===== src/rtl/rf_access_arbiter.sv =====
// Two-requester arbiter for the register file write port and read port 1.
// Core has priority; a saturating starve counter lets debug win one tie.
module rf_access_arbiter #(
   parameter int DATA_W       = 8,
   parameter int ADDR_W       = 3,
   parameter int STARVE_LIMIT = 4
) (
   input  logic              clk,
   input  logic              rst_n,
   input  logic              core_req_valid,
   input  logic              core_req_write,
   input  logic [ADDR_W-1:0] core_req_addr,
   input  logic [DATA_W-1:0] core_req_wdata,
   output logic              core_req_ready,
   output logic              core_rsp_valid,
   output logic [DATA_W-1:0] core_rsp_rdata,
   input  logic              dbg_req_valid,
   input  logic              dbg_req_write,
   input  logic [ADDR_W-1:0] dbg_req_addr,
   input  logic [DATA_W-1:0] dbg_req_wdata,
   output logic              dbg_req_ready,
   output logic              dbg_rsp_valid,
   output logic [DATA_W-1:0] dbg_rsp_rdata,
   output logic              rf_reg_write,
   output logic [ADDR_W-1:0] rf_write_addr,
   output logic [DATA_W-1:0] rf_write_data,
   output logic [ADDR_W-1:0] rf_read_addr1,
   input  logic [DATA_W-1:0] rf_read_data1,
   output logic              dbg_starved
);

   localparam int STAGES = 1;
   localparam int CNT_W  = $clog2(STARVE_LIMIT + 1);
   localparam logic [CNT_W-1:0] LIMIT = CNT_W'(STARVE_LIMIT);

   typedef struct packed {
      logic              src;
      logic              wr;
      logic [ADDR_W-1:0] addr;
      logic [DATA_W-1:0] wdata;
   } req_t;

   logic [CNT_W-1:0] starve_cnt;
   logic             starved;
   logic             dbg_win;
   logic [STAGES:0]  vld_pipe;
   req_t             acc;
   logic             ex_src;
   logic             ex_wr;

   assign starved     = (starve_cnt == LIMIT);
   assign dbg_starved = starved;

   // Debug takes the port when alone, or on a tie once it has starved.
   assign dbg_win        = dbg_req_valid & (~core_req_valid | starved);
   assign core_req_ready = rst_n & core_req_valid & ~dbg_win;
   assign dbg_req_ready  = rst_n & dbg_win;
   assign vld_pipe[0]    = core_req_ready | dbg_req_ready;

   always_comb begin
      acc = '{src: 1'b0, wr: core_req_write, addr: core_req_addr, wdata: core_req_wdata};
      if (dbg_win)
         acc = '{src: 1'b1, wr: dbg_req_write, addr: dbg_req_addr, wdata: dbg_req_wdata};
   end

   always_ff @(posedge clk or negedge rst_n) begin
      if (!rst_n) begin
         starve_cnt <= '0;
      end else if (dbg_req_valid & ~dbg_req_ready) begin
         if (!starved) starve_cnt <= starve_cnt + CNT_W'(1);
      end else begin
         starve_cnt <= '0;
      end
   end

   // Execute stage: rf ports are driven straight from flops.
   always_ff @(posedge clk or negedge rst_n) begin
      if (!rst_n) begin
         vld_pipe[STAGES:1] <= '0;
         ex_src             <= 1'b0;
         ex_wr              <= 1'b0;
         rf_reg_write       <= 1'b0;
         rf_write_addr      <= '0;
         rf_write_data      <= '0;
         rf_read_addr1      <= '0;
      end else begin
         vld_pipe[STAGES:1] <= vld_pipe[STAGES-1:0];
         rf_reg_write       <= vld_pipe[0] & acc.wr;
         if (vld_pipe[0]) begin
            ex_src <= acc.src;
            ex_wr  <= acc.wr;
         end
         if (vld_pipe[0] & acc.wr) begin
            rf_write_addr <= acc.addr;
            rf_write_data <= acc.wdata;
         end
         if (vld_pipe[0] & ~acc.wr)
            rf_read_addr1 <= acc.addr;
      end
   end

   // Response stage: rdata holds after the pulse; write acks return zero.
   always_ff @(posedge clk or negedge rst_n) begin
      if (!rst_n) begin
         core_rsp_valid <= 1'b0;
         dbg_rsp_valid  <= 1'b0;
         core_rsp_rdata <= '0;
         dbg_rsp_rdata  <= '0;
      end else begin
         core_rsp_valid <= vld_pipe[STAGES] & ~ex_src;
         dbg_rsp_valid  <= vld_pipe[STAGES] & ex_src;
         if (vld_pipe[STAGES] & ~ex_src)
            core_rsp_rdata <= ex_wr ? '0 : rf_read_data1;
         if (vld_pipe[STAGES] & ex_src)
            dbg_rsp_rdata <= ex_wr ? '0 : rf_read_data1;
      end
   end

endmodule


===== config.mk =====
export PLATFORM = sky130hd
export DESIGN_NAME = rf_access_arbiter
export DESIGN_NICKNAME = d
export VERILOG_FILES = /design/src/rtl/rf_access_arbiter.sv
export SDC_FILE = /design/constraint.sdc
export NUM_CORES = 1
export LEC_CHECK = 0
export CORE_MARGIN = 5
export CORE_UTILIZATION = 43
export CTS_CLUSTER_DIAMETER = 100
export DETAILED_ROUTE_END_ITERATION = 10
export PLACE_DENSITY = 0.8
export SLEW_MARGIN = 30
export SYNTH_ARGS = -nofsm -noshare
export SYNTH_HDL_FRONTEND = slang
export SYNTH_SLANG_ARGS = --single-unit

===== constraint.sdc =====
create_clock -name clk -period 2.1 [get_ports clk]
set_input_delay 0.21 -clock clk [delete_from_list [all_inputs] [get_ports clk]]
set_output_delay 0.21 -clock clk [all_outputs]
set_load 0.03 [all_outputs]

==> run metrics, run 1 <==
status completed; Die Wd 74.78 um; CTS Buf Count 5; Top-Level Pins 72; via count of the first global-routing pass 1532; count of buffers inserted at the top-level ports 71; minimum hold slack 0.3669 ns; Min Clock Period, post-route 1.883 ns; vias 1578; minimum setup slack in the final design 0.2171 ns; gr usage total 0.1697; Total Wirelength 4533 um; half-perimeter wire length after placement 3413 um; root buf cell sky130_fd_sc_hd__clkbuf_8; initial core utilization 0.4478; Placed Cells 286; TNS Setup 0 ns; startpoint types flop; Final Non-Filler Cells 295; R2R setup slack 0.35 ns; Total Power Consumption 2.352 mW; antenna cell count 0; actual transition at the worst max-transition pin 0.5204 ns; required time at the endpoint of the critical path 1.89 ns; share of the cycle needed by the critical path after routing 0.8966; first-pass GRT wire length 7113 um; dpl cell area 2519 um2; number of warnings issued by yosys 0; distinct cell type count after synthesis 27; global placement routability congestion 0.7994; post-route antenna net violation count 0; number of instances in the synthesized netlist 171; final setup violating endpoints 0; static leakage power 1.113 nW; CP endpoint kind output port; ratio of cells with drive above 1 in the final layout 0.08163; final slew viol count 0; Post-Route Utilization 0.6565; critical path fanouts, max 17; number of clock sinks 39; sum of overflow across all layers after global routing 0; initial antenna violation count 0; number of design-rule violations left by the first detailed-router iteration 90; worst relative slew slack 0.6531; FF+latch count, synth 39; maximum number of pins on one net before global-route repair 37; standard cell core area 4029 um2; arrival time of the worst setup path 1.67 ns; drt wl/cell 15.37 um; max-capacitance violation count 0; syn_area_per_cell 10.55 um2; number of nets at the end of the flow 282; insertion delay of the later-clocked pin in the worst-skew pair 0.29 ns; power per cell area 889.3 nW/um2; Row Count 23; clock-pin transition on the worst setup and hold timing paths 0.07 ns; final design instance area without fill 2645 um2; sequential-to-total area share from yosys stat 0.5409; CTS tree yes; number of H-tree levels 2; DRC violations left 0; final hold violations 0; post-synthesis cell area 1804 um2; max frequency 531.1 MHz; class of the tightest hold or removal check in -> async; Mapped Nets 209; die outline height 74.78 um; vias per cell 5.349; Pre-antenna DRT Iters 4; Final Skew 0.005450 ns; clock buffer depth 2; type of the worst setup path reg -> out; worst voltage drop across the vdd grid 520.2 uV; pre-CTS worst setup slack 0.2427 ns; die area 5591 um2; setup repair after global routing missed its margin no; relative area change from synthesis to final layout 46.60%
[metal layers]
metal | track usage | vias up | wire, um
met2 | 0.2722 | 60 | 2201
met1 | 0.2203 | 748 | 1933
met3 | 0.04406 | 6 | 331
li1 | - | 764 | -
met4 | 0.06719 | 0 | 68
met5 | 0 | - | 0
[sequential cells by signal, summed over array words and instances (netlist names)]
signal          cells
ex_wr               1
rf_reg_write        1
dbg_rsp_rdata       8
core_rsp_rdata      8
dbg_rsp_valid       1
ex_src              1
rf_write_addr       3
vld_pipe            1
core_rsp_valid      1
starve_cnt          3
rf_read_addr1       3
rf_write_data       8
[worst max-delay path, cell delays in order, from the launching register on]
cell and delay (ns):
sky130_fd_sc_hd__dfrtp_1 0.35, sky130_fd_sc_hd__inv_1 0.06, sky130_fd_sc_hd__ha_1 0.26, sky130_fd_sc_hd__and3_1 0.20
sky130_fd_sc_hd__buf_4 0.18, sky130_fd_sc_hd__nor2_1 0.15, sky130_fd_sc_hd__buf_4 0.19
[cell families (layout without fill, tap and decap cells)]
family | Yosys count | after routing | share of synthesized area
buffers and inverters | 15 | 89 | 0.05409
AOI/OAI and AO/OA | 37 | 37 | 0.1526
and+or+nand+nor | 78 | 78 | 0.2386
DFF | 39 | 39 | 0.5409
adders and majority gates | 2 | 2 | 0.01387
[area by class of cell]
class	instances	area [um2]
Fill cell	342	1384
Sequential cell	39	975.9
Timing Repair Buffer	76	739.5
Multi-Input combinational cell	117	730.7
Clock buffer	6	82.58
Tap cell	50	62.56
Clock inverter	2	35.03
Inverter	5	18.77
[cells in the final DEF (no fill, tap or decap), types with 2 or more instances in the layout]
cell type / count
sky130_fd_sc_hd__o311a_1: 14
sky130_fd_sc_hd__or3_1: 27
sky130_fd_sc_hd__nor2_1: 4
sky130_fd_sc_hd__nand3_1: 3
sky130_fd_sc_hd__inv_1: 5
sky130_fd_sc_hd__o21ai_0: 16
sky130_fd_sc_hd__nor2_2: 2
sky130_fd_sc_hd__a21boi_0: 2
sky130_fd_sc_hd__buf_4: 6
sky130_fd_sc_hd__ha_1: 2
sky130_fd_sc_hd__nand2_1: 22
sky130_fd_sc_hd__clkbuf_8: 6
sky130_fd_sc_hd__dfrtp_1: 39
sky130_fd_sc_hd__clkdlybuf4s50_1: 67
sky130_fd_sc_hd__or4_1: 3
sky130_fd_sc_hd__nand2b_1: 11
[timing repair]
item / 4_1_cts / 5_1_grt
endpoints found under the hold margin: 3 / 0
setup endpoints to repair: 1 / 0
hold buffers: 1 / 0
gates resized for setup: 1 / 0
setup buffers: 0 / 0
[synth_stat cells]
cell type	number	area share
sky130_fd_sc_hd__o21ai_0	16	0.044
sky130_fd_sc_hd__nor3_2	1	0.0055
sky130_fd_sc_hd__a21boi_2	1	0.0062
sky130_fd_sc_hd__nor2_2	2	0.0069
sky130_fd_sc_hd__nor3_1	1	0.0028
sky130_fd_sc_hd__a21o_1	1	0.0042
sky130_fd_sc_hd__nand3_2	1	0.0055
sky130_fd_sc_hd__buf_4	1	0.0042
sky130_fd_sc_hd__nor2_1	4	0.0083
sky130_fd_sc_hd__clkbuf_1	4	0.0083
sky130_fd_sc_hd__a21boi_0	2	0.0083
sky130_fd_sc_hd__or3_1	27	0.094
sky130_fd_sc_hd__ha_1	2	0.014
sky130_fd_sc_hd__inv_1	5	0.010
sky130_fd_sc_hd__o21a_1	1	0.0042
sky130_fd_sc_hd__or2_1	1	0.0035
sky130_fd_sc_hd__a21oi_1	1	0.0028
sky130_fd_sc_hd__buf_6	5	0.031
sky130_fd_sc_hd__nand2b_1	11	0.038
sky130_fd_sc_hd__and3_1	1	0.0035
sky130_fd_sc_hd__dfrtp_1	39	0.54
sky130_fd_sc_hd__nand3b_1	1	0.0042
sky130_fd_sc_hd__nand3_1	3	0.0083
sky130_fd_sc_hd__or4_1	3	0.012
sky130_fd_sc_hd__nand2_1	22	0.046
sky130_fd_sc_hd__o311a_1	14	0.078
sky130_fd_sc_hd__a311oi_1	1	0.0049
[power breakdown]
| part | leakage [nW] | switching, mW | internal (mW) |
|---|---|---|---|
| combinational | 0.571 | 0.417 | 0.348 |
| sequential | 0.480 | 0.0755 | 0.877 |
| clock | 0.0612 | 0.250 | 0.384 |
[path summary, 6_finish.rpt]
path	from	depth (start not counted)	end
min reg2reg	dbg_rsp_rdata[4]	2	dbg_rsp_rdata[4]
max	starve_cnt[0]	6	core_req_ready
min	rst_n	2	starve_cnt[2]
min in group clk	dbg_rsp_rdata[4]	2	dbg_rsp_rdata[4]
max reg2reg	starve_cnt[0]	6	rf_write_data[1]
max in group asynchronous	rst_n	3	rf_read_addr1[2]
Power figures use the tool's default switching activity.
==> run 2, diff against run 1 <==
CAP_MARGIN = 0   (was not set)
CTS_CLUSTER_SIZE = 25   (was not set)
==> results of run 2 <==
Same layout as run 1: the final DEF is identical, and so are final timing and power.
==> RTL edit (flow settings as in run 1) <==
The parameter `DATA_W` goes from 8 to 6.
--- a/src/rtl/rf_access_arbiter.sv
+++ b/src/rtl/rf_access_arbiter.sv
@@ -1,7 +1,7 @@
 // Two-requester arbiter for the register file write port and read port 1.
 // Core has priority; a saturating starve counter lets debug win one tie.
 module rf_access_arbiter #(
-   parameter int DATA_W       = 8,
+   parameter int DATA_W       = 6,
    parameter int ADDR_W       = 3,
    parameter int STARVE_LIMIT = 4
 ) (
Ports: changed (6 resized); port bits go from 72 to 60. No check against the original RTL was run, so the function may have changed too.
==> RTL edit against run 1 <==
Non-clock buffer count fell by 9; highest routed layer unchanged; sequential cell count fell by 6; maximum frequency fell by 1.1%; total power fell by 19%; final area fell by 14%; worst hold slack improved by 48 ps; critical path depth fell by 1; synthesized area fell by 16%; routed wire length fell by 15%; setup slack got worse by 21 ps.
==> RTL edit: results (changes against run 1) <==
Status - finished, final reports clean
Mapped Nets - 179 (-14%)
Top Registers - core_rsp_rdata: 6 flops, dbg_rsp_rdata: 6 flops, rf_write_data: 6 flops
Post-layout util - 67.0% (+1.3 points)
Yosys cell types - 28 (+3.7%)
Post-detail-place hpwl - 2940 um (-14%)
Worst-margin pin slew - 434 ps (-86.3 ps)
Slowest CP cell - and3_1
Largest stage delay, worst path - 400 ps (+50 ps)
Sequential Power Share - 41.6% (+1.1 points)
Switching Power - 605 uW (-19%)
Combinational Power - 636 uW (-17%)
CTS H-tree lvls - 2 (unchanged)
Crit path DAT - 1690 ps (+20 ps)
Filler cells - 255 (-25%)
Max rail drop VDD - 0.000430 V (-17%)
Sequential share of the synthesized area - 54.4% (+0.32 points)
Peak fanout along the critical path - 10 (-7)
PortBufs - 59 (-17%)
Share of layout cells above drive strength 1 - 10.2% (+2.0 points)
Clock-pin slew on the worst setup and hold paths - 100 ps (+30 ps)
Nets@finish - 247 (-12%)
Worst-Skew Late Latency - 330 ps (+40 ps)
Vias in the first global route - 1373 (-10%)
GRT Overall Usage - 16.9% (-0.086 points)
Initial DRC Count - 67 (-26%)
WL final - 3870 um (-15%)
Leakage - 0.984 nW (-12%)
Logic pwr share - 33.2% (+0.7 points)
Root Buffer - clkbuf_4
Placer Congestion - 0.766 (-4.2%)
## RTL edit: cell types whose count changed after synthesis, sizes merged, moves of 4 or more
cell / run 1 / this run
o21ai: 16 / 12
dfrtp: 39 / 33
nand2: 22 / 18
or3: 27 / 21
o311a: 14 / 9
## RTL edit: worst paths after layout
kind | endpoint | slack [ps] | depth (start not counted)
worst max-delay path | core_req_ready | 200 | 5
worst min-delay path | rf_read_addr1[0] | 420 | 3
worst max register to register | rf_write_addr[2] | 320 | 6
worst min register to register | core_rsp_rdata[5] | 490 | 2
max in group asynchronous | rf_write_addr[2] | 1490 | 3
min in group clk | dbg_rsp_rdata[0] | 460 | 3
## RTL edit: layer usage
layer	part of all wire (%)	GRT usage (%)
met5	0	0
met4	1.4	6.29
met3	6.1	5.07
met2	48	26.7
met1	44	21.7
## RTL edit: cell families after synthesis
group	share of synthesized area, %
and+or+nand+nor	23.8
DFF	54.4
AOI/OAI and AO/OA	15.9
buffers and inverters	4.20
adders and majority gates	1.65
## RTL edit: worst min-delay path, stage by stage
cell	delay [ps]
dlygate4sd3_1	520
buf_2	160
buf_4	210
## RTL edit: metrics by stage
stage	hold slack [ps]	instances	instance area, sq um	setup WS (ps)
after global routing	443	262	2270	43.0
after detailed placement	230	253	2180	231
after floorplan	-85.6	147	1520	404
after global placement	226	253	2180	280
final	415	262	2270	196
after CTS	412	262	2270	171
## RTL edit: cell type report
class	count	area share, %
Timing Repair Buffer	67	28.3
Inverter	8	1.32
Multi-Input combinational cell	100	27.7
Sequential cell	33	36.4
Clock inverter	1	1.32
Tap cell	46	2.54
Clock buffer	7	2.43
## RTL edit: what timing repair did
item / in CTS / in global routing
hold endpoints to repair: 33 / 0
endpoints found under the setup margin: 2 / 0
gates resized for setup: 2 / 0
hold buffers: 1 / 0
